**src/rtl/mixer_channel_sequencer.sv**
```systemverilog
// Time-multiplexed voice mixer: one shared adder walks ch_sel across the
// channel bank on every sample tick, then scales and saturates the sum.
module mixer_channel_sequencer #(
    parameter int DATA_BITS       = 12,
    parameter int NUM_CHANNELS    = 12,
    parameter int ACTIVE_CHANNELS = 2
) (
    input  logic                    clk,
    input  logic                    rst_n,
    input  logic                    sample_tick,
    input  logic [NUM_CHANNELS-1:0] ch_mask,
    output logic [3:0]              ch_sel,
    input  logic [DATA_BITS-1:0]    ch_data,
    output logic [DATA_BITS-1:0]    dout,
    output logic                    dout_valid,
    output logic                    busy,
    output logic                    overrun
);

    localparam int SHIFT = $clog2(ACTIVE_CHANNELS);
    // One guard bit beyond the worst-case channel sum, so accumulation never wraps.
    localparam int AW    = DATA_BITS + $clog2(NUM_CHANNELS) + 1;
    localparam logic [3:0] LAST_CH = 4'(NUM_CHANNELS - 1);

    typedef enum logic [1:0] {IDLE, ACCUM, SCALE} state_t;

    state_t                  state;
    logic [NUM_CHANNELS-1:0] mask_q;
    logic signed [AW-1:0]    acc;
    logic signed [AW-1:0]    addend;
    logic signed [AW-1:0]    scaled;
    logic signed [AW-1:0]    maxv;
    logic signed [AW-1:0]    minv;

    // Saturation limits expressed in accumulator width so the clamp compares like with like.
    assign maxv = {{(AW-DATA_BITS+1){1'b0}}, {(DATA_BITS-1){1'b1}}};
    assign minv = {{(AW-DATA_BITS+1){1'b1}}, {(DATA_BITS-1){1'b0}}};

    // Masked channels contribute a hard zero, so unknown data on them cannot leak into acc.
    always_comb begin
        addend = '0;
        if (mask_q[ch_sel])
            addend = {{(AW-DATA_BITS){ch_data[DATA_BITS-1]}}, ch_data};
    end

    // Headroom scaling is applied before the clamp.
    assign scaled = acc >>> SHIFT;

    assign busy = (state != IDLE);

    // Frame sequencer: latch mask, accumulate each channel, then scale/saturate to dout.
    always_ff @(posedge clk or negedge rst_n) begin
        if (!rst_n) begin
            state      <= IDLE;
            ch_sel     <= '0;
            acc        <= '0;
            mask_q     <= '0;
            dout       <= '0;
            dout_valid <= 1'b0;
            overrun    <= 1'b0;
        end else begin
            dout_valid <= 1'b0;
            case (state)
                IDLE: begin
                    if (sample_tick) begin
                        mask_q <= ch_mask;
                        acc    <= '0;
                        ch_sel <= '0;
                        state  <= ACCUM;
                    end
                end
                ACCUM: begin
                    if (sample_tick)
                        overrun <= 1'b1;
                    acc <= acc + addend;
                    if (ch_sel == LAST_CH) begin
                        ch_sel <= '0;
                        state  <= SCALE;
                    end else begin
                        ch_sel <= ch_sel + 4'd1;
                    end
                end
                SCALE: begin
                    if (sample_tick)
                        overrun <= 1'b1;
                    if (scaled > maxv)
                        dout <= maxv[DATA_BITS-1:0];
                    else if (scaled < minv)
                        dout <= minv[DATA_BITS-1:0];
                    else
                        dout <= scaled[DATA_BITS-1:0];
                    dout_valid <= 1'b1;
                    state      <= IDLE;
                end
                default: state <= IDLE;
            endcase
        end
    end

endmodule

```
**config.mk**
```make
export PLATFORM = sky130hd
export DESIGN_NAME = mixer_channel_sequencer
export DESIGN_NICKNAME = d
export VERILOG_FILES = /design/src/rtl/mixer_channel_sequencer.sv
export SDC_FILE = /design/constraint.sdc
export NUM_CORES = 1
export LEC_CHECK = 0
export BUFFER_PORTS_ARGS = -buffer_cell sky130_fd_sc_hd__buf_2
export CORE_ASPECT_RATIO = 0.5
export CORE_UTILIZATION = 59
export CTS_BUF_LIST = sky130_fd_sc_hd__clkbuf_8
export CTS_CLUSTER_SIZE = 40
export DETAILED_ROUTE_END_ITERATION = 10
export PLACE_DENSITY = 0.82
export RECOVER_POWER = 100
export SLEW_MARGIN = 20
export SYNTH_ARGS = -nofsm -noshare
export SYNTH_HDL_FRONTEND = slang
export SYNTH_SLANG_ARGS = --single-unit
```
**constraint.sdc**
```tcl
create_clock -name clk -period 4 [get_ports clk]
set_input_delay 0.8 -clock clk [delete_from_list [all_inputs] [get_ports clk]]
set_output_delay 0.8 -clock clk [all_outputs]
set_load 0.05 [all_outputs]
```
### Word level (Yosys, flattened, before mapping)

Cells that the tools add are included.

| word-level totals | value |
|---|---|
| word-level logic and storage cells | 39 |
| input port bits | 27 |
| output and inout bits | 19 |
| flip-flop bits (word level) | 49 |

| cells by class | value |
|---|---|
| multiplexer cells | 14 |
| $lt $le $gt $ge | 3 |
| equal/unequal tests | 5 |
| add/sub/neg operators | 2 |
| reductions and logical operators | 8 |

Operators by type and width:

| cell | count |
|---|---|
| $mux 17 | 2 |
| $pmux 17 s2 | 1 |
| $mux 12 | 2 |
| $add 17x17->17 | 1 |
| $gt 16x12->1 const B | 1 |
| $lt 16x12->1 const B | 1 |
| $mux 4 | 2 |
| $pmux 4 s2 | 1 |
| $reduce_and 2->1 | 4 |
| $lt 4x5->1 const B | 1 |
| $add 4x1->4 const B | 1 |
| $bmux 1 s4 | 1 |
| $eq 4x4->1 const B | 1 |
| $mux 2 | 2 |
| $ne 2x2->1 const B | 2 |
| $pmux 2 s2 | 1 |
| $reduce_bool 2->1 | 2 |
| $eq 2x1->1 const B | 1 |
| $eq 2x2->1 const B | 1 |
| $logic_not 2->1 | 1 |
| $mux 1 | 2 |
| $reduce_or 2->1 | 1 |

### Longest topological paths before layout

| depth | value |
|---|---|
| depth in word-level cells | 5 |
| depth in mapped cells | 15 |
| depth with buffers taken out | 14 |

### Worst setup path after synthesis

No wires, ideal clock.

| timing | value |
|---|---|
| path type | register -> register |
| start | register ch_sel[0] |
| end | register acc[14] |
| data required time | 3.878 ns |
| cell stages (with the launch flop) | 16 |
| data arrival time | 3.532 ns |
| period minus slack after synthesis | 3.654 ns |
| setup slack | 0.346 ns |
| setup time | 0.122 ns |
| cells stage by stage | dfrtp_1 -> mux4_1 -> mux2i_1 -> o21ai_2 -> buf_2 -> and2_1 -> ha_1 -> inv_1 -> fa_1 -> nor2b_1 -> o2111ai_1 -> a21oi_1 -> o21bai_1 -> a21oi_1 -> or3_1 -> a32o_1 |

| on the way | value |
|---|---|
| word-level cells in the longest chain between the ends | 5 |

RTL lines:

| item | RTL line | source |
|---|---|---|
| start, declared | 12 | `output logic [3:0] ch_sel,` |
| start signal, assigned | 80 | `ch_sel <= ch_sel + 4'd1;` |
| $bmux 1 s4 | 42 | `if (mask_q[ch_sel])` |
| $mux 1 (not written as such) | 42 |  |
| $mux 17 | 42 |  |
| $add 17x17->17 | 75 | `acc <= acc + addend;` |
| $pmux 17 s2 | 63 | `case (state)` |
| end signal, assigned | 75 |  |
| end, declared | 29 | `logic signed [AW-1:0] acc;` |

Every way passes these cells. The select of a mux whose other input is x is not followed.
A chain may end at the register's enable or synchronous reset.

### Worst setup path after layout

| timing | value |
|---|---|
| start | register ch_sel[0] |
| end | register acc[16] |

The elaborated chain is that of the path after synthesis.

==> flow_summary.ini <==
[route]
dr_total_vias = 2292
ant_nets = 0
post_drt_via_cell_ratio = 5.67
routed_wirelength_um = 6120
post_drt_wl_per_cell_um = 15.1
firstDrtPassIters = 5
drc_errors = 0
drtIter0Drc = 111

[synth]
synth_ff_type = dfrtp_1
yosysSeqAreaShare_pct = 42.7
synthesis.area_mm2 = 0.00287
syn_inst = 294
async_flop_share_pct = 100
synth_seq_cells = 49
avgSynthCellArea_um2 = 9.76
ys_types = 44
synth_edf_count = 0
ys_warn_count = 0
synth_nets = 342

[status]
violations = capacitance limit, slew limit
outcome = finished, violations left

[timing]
setup_tns_ns = 0
finalSetupViolCount = 0
post-route-period-util_pct = 92.5
maxSlewHeadroom_pct = -72.0
drv_slew = 72
fin_ws_ns = 0.302
tightest_slew_ns = 2.58
period_minus_slack_ns = 3.70
fin_skew_ns = 0.00784
max_freq_ghz = 0.270
rsz0062_at_grt = no
hold_violations = 0

[floorplanning]
initial_core_util_pct = 63.3
core_mm2 = 0.00453
std_cell_rows = 17
die-width_um = 101
io_pins = 46
die_area_mm2 = 0.00516
die_h_um = 51.3

[cts]
cts_tree = done
post_cts_buffers = 0
cts_made_buffers = 5
clock-root-buffer = clkbuf_8
cts_hold_buf = 0
cts_resized = 0
htreeDepth = 2
clk_pin_slew_ns = 0.09
cts_buffer_depth = 2
cts_num_sinks = 49
clk_latency_ns = 0.30

[placement]
place_congestion = 0.924
dp_slack_ns = 0.302
place_hpwl_um = 4440
placed_cell_area_mm2 = 0.00315
portBuffers = 45

[worst_setup_path]
crit_arrival_ns = 3.92
required_ns = 4.22
endpoint_kind = register
crit_fanout = 12
worstRegToRegCells = 14
path_class = register to register
cp-start-kind = register

[global_routing]
grt_usage_pct = 26.4
grt_antenna_before_repair = 0
grt_pass1_wl_um = 10300
overflow = 0
grt_max_degree = 50
grt_pass1_vias = 2320

[power_and_ir_drop]
p_leak_nw = 1.56
ir_drop_v = 0.000394
clockPowerShare_pct = 12.4
power_frac_seq_pct = 30.5
combPwrFrac_pct = 57.1
p_int_mw = 1.41
swShare_pct = 45.6
switchingPower_mw = 1.18
powerDensity_mw_per_mm2 = 805

[cells_and_area]
area_delta_synth_final_pct = 12.2
fillers = 377
drive_gt1_share_pct = 14.8
finalInstanceArea_mm2 = 0.00322
multi_input_area_mm2 = 0.00153
num-nets-final = 385
seqCellArea_mm2 = 0.00123
num_antenna_cells = 0

[min_path]
hold_path.class = register to register
whs_path_depth = 1

[run]
drv_cap = 2
## cell usage after synthesis, types with 2 or more instances
| cell type | number | area (um2) |
|---|---|---|
| o21ai_2 | 2 | 17.5 |
| a22o_1 | 3 | 26.3 |
| o22ai_1 | 13 | 81.3 |
| nor2_1 | 23 | 86.3 |
| o21ai_0 | 19 | 95.1 |
| xor2_1 | 6 | 52.6 |
| a21oi_1 | 14 | 70.1 |
| nand4_1 | 2 | 12.5 |
| nand3_1 | 6 | 30.0 |
| a21o_1 | 11 | 82.6 |
| o31ai_1 | 3 | 22.5 |
| nor2b_1 | 2 | 12.5 |
| o21a_1 | 3 | 22.5 |
| dfrtp_1 | 49 | 1230 |
| clkbuf_1 | 8 | 30.0 |
| a32o_1 | 2 | 20.0 |
| mux2_2 | 13 | 146 |
| and3_1 | 3 | 18.8 |
| o21bai_1 | 3 | 22.5 |
| or3_1 | 2 | 12.5 |
| xnor2_1 | 4 | 35.0 |
| inv_1 | 20 | 75.1 |
| mux4_1 | 3 | 78.8 |
| and2_1 | 11 | 68.8 |
| nand2_1 | 31 | 116 |
| ha_1 | 20 | 250 |
## critical path, stage by stage, from the launching register on
cell and delay, ns:
dfrtp_1 0.48, mux4_1 0.37, mux2i_1 0.08, o21ai_2 0.41, and2_1 0.21, ha_1 0.16
inv_1 0.05, fa_1 0.39, nor2b_1 0.16, o2111ai_1 0.14, a21oi_1 0.26, o21a_1 0.22
nor3_1 0.06, or4b_1 0.52, o211ai_2 0.08
## layer usage
layer | up-vias | part of all wire (%) | GRT usage, %
li1 | 1127 | - | -
met1 | 1103 | 46 | 31.9
met2 | 53 | 48 | 47.4
met3 | 9 | 4.6 | 5.75
met4 | 0 | 1.3 | 9.66
met5 | - | 0 | 0
## through the flow
step	power, mW	hold WS, ns	util, %	cells
after CTS	2.60	0.485	71.7	404
after global placement	2.20	0.441	69.4	396
after global routing	2.80	0.512	71.0	404
final	2.59	0.482	71.0	404
after floorplan	1.95	0.470	-	294
after detailed placement	2.27	0.459	69.4	396
## cell families after synthesis
| logic type | synth area share, % |
|---|---|
| multiplexers | 8.20 |
| AO/OA/AOI/OAI | 18.1 |
| flip-flops | 42.7 |
| XOR/XNOR | 3.05 |
| AND/OR/NAND/NOR | 14.6 |
| buffers and inverters | 3.84 |
| adder cells (fa/ha/maj) | 9.42 |
## cell usage in the layout, fill, tap and decap left out, types with 2 or more instances in the layout
cell type / instances
nor2_1: 23
xnor2_1: 4
o21bai_1: 3
nor2b_1: 2
nand3_1: 6
a32o_1: 2
o21ai_0: 19
o22ai_1: 13
dfrtp_1: 49
nand2_1: 31
inv_1: 20
a22o_1: 3
and3_1: 3
nand4_1: 2
a21oi_1: 14
clkbuf_1: 20
xor2_1: 6
or3_1: 2
o21a_1: 3
ha_1: 20
mux2_2: 13
buf_2: 25
o31ai_1: 3
mux4_1: 3
a21o_1: 11
o21ai_2: 2
clkbuf_8: 7
a21boi_0: 2
and2_1: 11
## state kept, by name, indices dropped and copies added, names as in the netlist
signal	count
acc	17
dout	12
mask_q	12
ch_sel	4
state	2
dout_valid	1
overrun	1
## power by group through the flow
stage / sequential, mW / combinational (mW) / clock, mW
CTS: 0.788 / 1.48 / 0.326
global route: 0.813 / 1.64 / 0.345
global placement: 0.789 / 1.41 / 0
finish: 0.790 / 1.48 / 0.322
detailed placement: 0.798 / 1.47 / 0
floorplan: 0.866 / 1.08 / 0
## worst paths after layout
check                                      start                     to  slack, ns
hold / removal               overrun$_DFFE_PN0P_    overrun$_DFFE_PN0P_       0.48
hold reg to reg              overrun$_DFFE_PN0P_    overrun$_DFFE_PN0P_       0.48
setup reg to reg           ch_sel[0]$_DFFE_PN0P_    acc[16]$_DFFE_PN0P_       0.30
max in group asynchronous                  rst_n     acc[8]$_DFFE_PN0P_       1.24
setup / recovery           ch_sel[0]$_DFFE_PN0P_    acc[16]$_DFFE_PN0P_       0.30
min in group asynchronous                  rst_n  mask_q[8]$_DFFE_PN0P_       1.30
## final cells by class
cell class	count	area share [%]
tap	66	2.57
inverter	20	2.33
sequential	49	38.1
multi-input combinational	216	47.6
clock buffer	7	2.99
timing repair buffer	45	6.22
clock inverter	1	0.156
No activity file was read; power rests on OpenSTA's default activity.
